<file path="src/rtl/spi_gen_pkg.sv">
// Shared types for the SPI slave: FSM state encoding, command codes and a
// helper that identifies the bit-receiving states.
package spi_gen_pkg;

    typedef enum logic [2:0] {
        ST_IDLE,
        ST_CHK_CMD,
        ST_WRITE,
        ST_READ_ADD,
        ST_READ_DATA
    } spi_state_t;

    localparam logic [1:0] CMD_WR_ADDR = 2'b00;
    localparam logic [1:0] CMD_WR_DATA = 2'b01;
    localparam logic [1:0] CMD_RD_ADDR = 2'b10;
    localparam logic [1:0] CMD_RD_DATA = 2'b11;

    function automatic logic is_shift_state(input spi_state_t s);
        return (s == ST_WRITE) || (s == ST_READ_ADD) || (s == ST_READ_DATA);
    endfunction

endpackage

</file>
<file path="src/rtl/spi_tx_shifter.sv">
// Read-response shifter: load_i stores a payload, go_i starts shifting it out
// MSB first; done_o stays high until clr_i once all DATA_W bits have gone.
module spi_tx_shifter #(
    parameter int DATA_W = 8
) (
    input  logic              clk,
    input  logic              rst_n,
    input  logic              clr_i,
    input  logic              load_i,
    input  logic              go_i,
    input  logic [DATA_W-1:0] data_i,
    output logic              miso_o,
    output logic              done_o
);

    localparam int CNT_W = $clog2(DATA_W + 1);
    localparam logic [CNT_W-1:0] LAST_BIT = CNT_W'(DATA_W - 1);

    logic [DATA_W-1:0] sh_q;
    logic [CNT_W-1:0]  cnt_q;
    logic              active_q;
    logic              done_q;

    always_ff @(posedge clk or negedge rst_n) begin
        if (!rst_n) begin
            cnt_q    <= '0;
            active_q <= 1'b0;
            done_q   <= 1'b0;
        end else if (clr_i) begin
            cnt_q    <= '0;
            active_q <= 1'b0;
            done_q   <= 1'b0;
        end else if (go_i && !active_q && !done_q) begin
            cnt_q    <= '0;
            active_q <= 1'b1;
        end else if (active_q) begin
            if (cnt_q == LAST_BIT) begin
                active_q <= 1'b0;
                done_q   <= 1'b1;
            end else begin
                cnt_q <= cnt_q + 1'b1;
            end
        end
    end

    // Payload register carries no reset; miso is gated by active_q instead.
    always_ff @(posedge clk) begin
        if (active_q) begin
            sh_q <= {sh_q[DATA_W-2:0], 1'b0};
        end else if (load_i) begin
            sh_q <= data_i;
        end
    end

    assign miso_o = active_q & sh_q[DATA_W-1];
    assign done_o = done_q;

endmodule

</file>
<file path="src/rtl/spi_slave_gen.sv">
// SPI slave: direction bit plus FRAME_W-bit receive, read response via
// spi_tx_shifter. Define SPI_SLAVE_FRAME_ERR_EN to add the frame_err output.
module spi_slave_gen
    import spi_gen_pkg::*;
#(
    parameter  int DATA_W  = 8,
    localparam int FRAME_W = DATA_W + 2
) (
    input  logic               clk,
    input  logic               rst_n,
    input  logic               ss_n,
    input  logic               mosi,
    output logic               miso,
    output logic [FRAME_W-1:0] rx_data,
    output logic               rx_valid,
    input  logic [DATA_W-1:0]  tx_data,
    input  logic               tx_valid,
    output logic               busy
`ifdef SPI_SLAVE_FRAME_ERR_EN
    ,
    output logic               frame_err
`endif
);

    localparam int CNT_W = $clog2(FRAME_W + 1);
    localparam logic [CNT_W-1:0] FRAME_CNT = CNT_W'(FRAME_W);

    spi_state_t         state_q;
    logic [CNT_W-1:0]   bit_cnt_q;
    logic               rd_pend_q;
    logic [FRAME_W-1:0] rx_data_q;
    logic               rx_valid_q;
    logic               tx_latched_q;

    logic rx_done;
    logic tx_awaited;
    logic sh_load;
    logic sh_go;
    logic sh_clr;
    logic sh_done;

    assign rx_done    = (bit_cnt_q == FRAME_CNT);
    assign tx_awaited = (state_q == ST_READ_DATA) && !ss_n;
    // First tx_valid of the frame is taken; early ones wait for rx_done to start.
    assign sh_load    = tx_awaited && !tx_latched_q && tx_valid;
    assign sh_go      = tx_awaited && rx_done && !sh_done && (tx_latched_q || tx_valid);
    assign sh_clr     = ss_n || (state_q == ST_IDLE);

    always_ff @(posedge clk or negedge rst_n) begin
        if (!rst_n) begin
            state_q      <= ST_IDLE;
            bit_cnt_q    <= '0;
            rd_pend_q    <= 1'b0;
            rx_data_q    <= '0;
            rx_valid_q   <= 1'b0;
            tx_latched_q <= 1'b0;
        end else begin
            rx_valid_q <= 1'b0;
            if (ss_n) begin
                state_q      <= ST_IDLE;
                bit_cnt_q    <= '0;
                tx_latched_q <= 1'b0;
            end else begin
                case (state_q)
                    ST_IDLE: begin
                        state_q      <= ST_CHK_CMD;
                        bit_cnt_q    <= '0;
                        tx_latched_q <= 1'b0;
                    end
                    ST_CHK_CMD: begin
                        if (!mosi) begin
                            state_q <= ST_WRITE;
                        end else if (!rd_pend_q) begin
                            state_q   <= ST_READ_ADD;
                            rd_pend_q <= 1'b1;
                        end else begin
                            state_q   <= ST_READ_DATA;
                            rd_pend_q <= 1'b0;
                        end
                    end
                    ST_WRITE, ST_READ_ADD, ST_READ_DATA: begin
                        if (!rx_done) begin
                            rx_data_q  <= {rx_data_q[FRAME_W-2:0], mosi};
                            bit_cnt_q  <= bit_cnt_q + 1'b1;
                            rx_valid_q <= (bit_cnt_q == FRAME_CNT - 1'b1);
                        end
                        if (sh_load) begin
                            tx_latched_q <= 1'b1;
                        end
                    end
                    default: state_q <= ST_IDLE;
                endcase
            end
        end
    end

    spi_tx_shifter #(
        .DATA_W (DATA_W)
    ) u_tx_shifter (
        .clk    (clk),
        .rst_n  (rst_n),
        .clr_i  (sh_clr),
        .load_i (sh_load),
        .go_i   (sh_go),
        .data_i (tx_data),
        .miso_o (miso),
        .done_o (sh_done)
    );

`ifdef SPI_SLAVE_FRAME_ERR_EN
    logic frame_err_q;

    always_ff @(posedge clk or negedge rst_n) begin
        if (!rst_n) begin
            frame_err_q <= 1'b0;
        end else begin
            frame_err_q <= ss_n && is_shift_state(state_q)
                           && (!rx_done || (tx_latched_q && !sh_done));
        end
    end

    assign frame_err = frame_err_q;
`endif

    assign rx_data  = rx_data_q;
    assign rx_valid = rx_valid_q;
    assign busy     = (state_q != ST_IDLE);

endmodule

</file>
<file path="config.mk">
export PLATFORM = sky130hd
export DESIGN_NAME = spi_slave_gen
export DESIGN_NICKNAME = d
export VERILOG_FILES = /design/src/rtl/spi_gen_pkg.sv /design/src/rtl/spi_tx_shifter.sv /design/src/rtl/spi_slave_gen.sv
export SDC_FILE = /design/constraint.sdc
export NUM_CORES = 1
export LEC_CHECK = 0
export CAP_MARGIN = 20
export CORE_ASPECT_RATIO = 0.6
export CORE_UTILIZATION = 47
export DETAILED_ROUTE_END_ITERATION = 8
export GPL_TIMING_DRIVEN = 0
export PLACE_DENSITY = 0.81
export SLEW_MARGIN = 20
export SYNTH_ARGS = -nofsm -noshare
export SYNTH_HDL_FRONTEND = slang
export SYNTH_SLANG_ARGS = --single-unit
</file>
<file path="constraint.sdc">
create_clock -name clk -period 1.65 [get_ports clk]
set_input_delay 0.4125 -clock clk [delete_from_list [all_inputs] [get_ports clk]]
set_output_delay 0.4125 -clock clk [all_outputs]
set_load 0.01 [all_outputs]
</file>
==> results of run 1 <==
==> stage by stage <==
| step | utilization | instances | power, mW |
|---|---|---|---|
| floorplan | - | 150 | 1.53 |
| global placement | 0.590 | 220 | 1.85 |
| detailed placement | 0.590 | 220 | 1.90 |
| CTS | 0.675 | 237 | 2.69 |
| global route | 0.695 | 243 | 2.89 |
| finish | 0.695 | 243 | 2.78 |
==> repair_timing <==
| item | CTS | global route |
|---|---|---|
| gates cloned | 1 | 0 |
| pin swaps | 5 | 3 |
| endpoints found under the setup margin | 34 | 33 |
| setup buffers | 9 | 7 |
| resized for setup | 41 | 13 |
==> final timing paths <==
check	cells after the start	startpoint	endpoint
max	5	bit_cnt_q[1]$_DFFE_PN0P_	rx_data[8]$_DFFE_PN0P_
min	1	rst_n	rx_data[1]$_DFFE_PN0P_
max reg2reg	5	bit_cnt_q[1]$_DFFE_PN0P_	rx_data[8]$_DFFE_PN0P_
min reg2reg	1	rx_data[9]$_DFFE_PN0P_	rx_data[9]$_DFFE_PN0P_
max in group asynchronous	1	rst_n	state_q[0]$_DFFE_PN0N_
min in group clk	1	rx_data[9]$_DFFE_PN0P_	rx_data[9]$_DFFE_PN0P_
==> sequential cells by signal (all words and copies together), names as in the netlist <==
signal / cells
rd_pend_q: 1
u_tx_shifter.active_q: 1
rx_data: 10
rx_valid: 1
u_tx_shifter.done_o: 1
u_tx_shifter.sh_q: 8
tx_latched_q: 1
u_tx_shifter.cnt_q: 4
bit_cnt_q: 4
state_q: 3
==> metal layers <==
| layer | track usage | part of all wire |
|---|---|---|
| met3 | 0.0857 | 0.057 |
| met4 | 0.152 | 0.056 |
| met1 | 0.295 | 0.41 |
| met5 | 0 | 0 |
| met2 | 0.396 | 0.48 |
==> where the power goes <==
part | leakage [nW] | internal (mW) | switching, mW
logic | 0.533 | 0.614 | 0.432
registers | 0.430 | 1.01 | 0.129
clock network | 0.0426 | 0.290 | 0.303
==> cell families after synthesis <==
| group | count (synthesis) | synth area share |
|---|---|---|
| AOI/OAI and AO/OA | 31 | 0.132 |
| xor gates and xnor gates | 1 | 0.00534 |
| adders and majority gates | 4 | 0.0305 |
| buffers and inverters | 16 | 0.0457 |
| DFF | 34 | 0.537 |
| muxes | 11 | 0.0755 |
| and+or+nand+nor | 53 | 0.175 |
==> layout make-up <==
class | count | area, µm²
Clock buffer | 6 | 72.6
Fill cell | 217 | 1010
Multi-Input combinational cell | 100 | 806
Timing Repair Buffer | 42 | 388
Buffer | 5 | 46.3
Inverter | 9 | 33.8
Tap cell | 45 | 56.3
Clock inverter | 2 | 8.76
Sequential cell | 34 | 885
==> worst max-delay path, delay by kind of cell, from the launching register on <==
kind / cells / cell delay [ns]
multiplexers: 1 / 0.30
flip-flops: 1 / 0.43
buffers and inverters: 1 / 0.19
AO/OA/AOI/OAI: 1 / 0.31
AND/OR/NAND/NOR: 1 / 0.27
adder cells (fa/ha/maj): 1 / 0.22
==> synthesized netlist by cell type, drive strengths merged <==
master   instances
or3              3
o22ai            1
xor2             1
and2             2
o21ai            9
inv              9
nand2           20
ha               4
a21oi            8
a221oi           3
edfxtp           7
nand3b           2
or2              1
nand4            2
buf              2
a2111oi          3
a211oi           1
mux2            11
dfrtp           26
o41ai            1
a31o             2
nand2b           2
nor3b            1
nor2             5
or3b             1
nor3             3
nor4             1
or4              2
and3b            2
o31ai            1
nand4b           1
and4             2
clkbuf           5
nand3            2
dfxtp            1
a2bb2oi          1
nor2b            1
a32o             1
==> results.sh, run 1 <==
export IMPL_status="finished, violations left"
export IMPL_violations="negative setup slack"
export IMPL_vias_per_cell=6.11
export IMPL_final_cell_mix="dfrtp_1, clkdlybuf4s50_1, nand2_1"
export IMPL_hold_viol=0
export IMPL_die_x_um=78.3
export IMPL_min_path_type="in2async"
export IMPL_max_cap_violations=0
export IMPL_worst_pin_slew_ns=0.588
export IMPL_cpPeakStageDelay_ns=0.43
export IMPL_drt_iter0_drc=102
export IMPL_irDropWorstVdd_mv=0.971
export IMPL_grt_pass1_vias=1351
export IMPL_synth_top_area_share=0.396
export IMPL_synth_avg_cell_area_um2=10.9
export IMPL_numCtsBuffers=5
export IMPL_core_area_mm2=0.00330
export IMPL_ant_nets=0
export IMPL_setup_viol=16
export IMPL_grt_usage=0.245
export IMPL_cts_buffer_depth=2
export IMPL_finalMaxSlewViolations=0
export IMPL_io_pins=26
export IMPL_fin_skew_ns=0.00353
export IMPL_place_gp_congestion=0.788
export IMPL_grt_max_degree=27
export IMPL_fin_crit_ns=1.84
export IMPL_crit_path_cell_trace="ha_1 -> and3b_2 -> a211oi_4 -> buf_6 -> mux2_4"
export IMPL_drive_above_1_share=0.308
export IMPL_cp_arrival_ns=2.02
export IMPL_yosysUniqueCellTypes=38
export IMPL_yosysWarnings=0
export IMPL_cts_tree="done"
export IMPL_whs_ns=0.116
export IMPL_final_common_cell="dfrtp_1"
export IMPL_yosysTopAreaCell="dfrtp_1"
export IMPL_drc=0
export IMPL_ys_seq_area_frac=0.537
export IMPL_cp_start_kind="register"
export IMPL_fin_area_mm2=0.00230
export IMPL_path_clk_slew_ns=0.07
export IMPL_ys_ff_latch=34
export IMPL_insertion_delay_ns=0.29
export IMPL_crit_required_ns=1.83
export IMPL_num_vias=1484
export IMPL_syn_cell_area_mm2=0.00164
export IMPL_post_dp_cell_area_mm2=0.00195
export IMPL_wl_um=4550
export IMPL_synthToLayoutAreaGrowth_pct=39.9
export IMPL_cts_sinks=34
export IMPL_diodes=0
export IMPL_fp_row_count=16
export IMPL_cts_htree_levels=2
export IMPL_worstSetupPathType="reg2reg"
export IMPL_io_buffer_count=25
export IMPL_timing_fmax_mhz=542
export IMPL_cp_max_fo=5
export IMPL_cts_root_buf="clkbuf_8"
export IMPL_syn_num_nets=167
export IMPL_finalWorstSetupSlack_ns=-0.195
export IMPL_ys_top_cells_by_area="dfrtp_1, edfxtp_1, mux2_2, nand2_1, ha_1"
export IMPL_nets=214
export IMPL_relSlewSlack=0.608
export IMPL_grt_pass1_wl_um=6470
export IMPL_pre_cts_slack_ns=-0.611
export IMPL_p_leak_nw=1.01
export IMPL_rsz0062_at_grt="yes"
export IMPL_rrSetupSlack_ns=-0.19
export IMPL_cp_slowest_cell="dfrtp_1"
export IMPL_die_area_mm2=0.00374
export IMPL_firstDrtPassIters=4
export IMPL_cts_hold_buf=0
export IMPL_period_share=1.12
export IMPL_wl_per_cell_um=18.7
export IMPL_fp_dieH_um=47.8
export IMPL_tns_ns=-2.37
export IMPL_endpoint_kind="register"
export IMPL_hpwl_um=2550
export IMPL_postSynthCellCount=150
export IMPL_overflow=0
export IMPL_grt_antenna_before_repair=0
export IMPL_start_util=0.497
export IMPL_powerDensity_mw_per_mm2=1210
Note: power is estimated with default switching activity, not from simulation.
==> run 2: changes to the inputs <==
--- a/config.mk
+++ b/config.mk
@@ -5,6 +5,7 @@
 export SDC_FILE = /design/constraint.sdc
 export NUM_CORES = 1
 export LEC_CHECK = 0
+export ABC_AREA = 0
 export CAP_MARGIN = 20
 export CORE_ASPECT_RATIO = 0.6
 export CORE_UTILIZATION = 47
==> results of run 2 <==
Same layout as run 1: the final DEF is identical, and so are final timing and power.
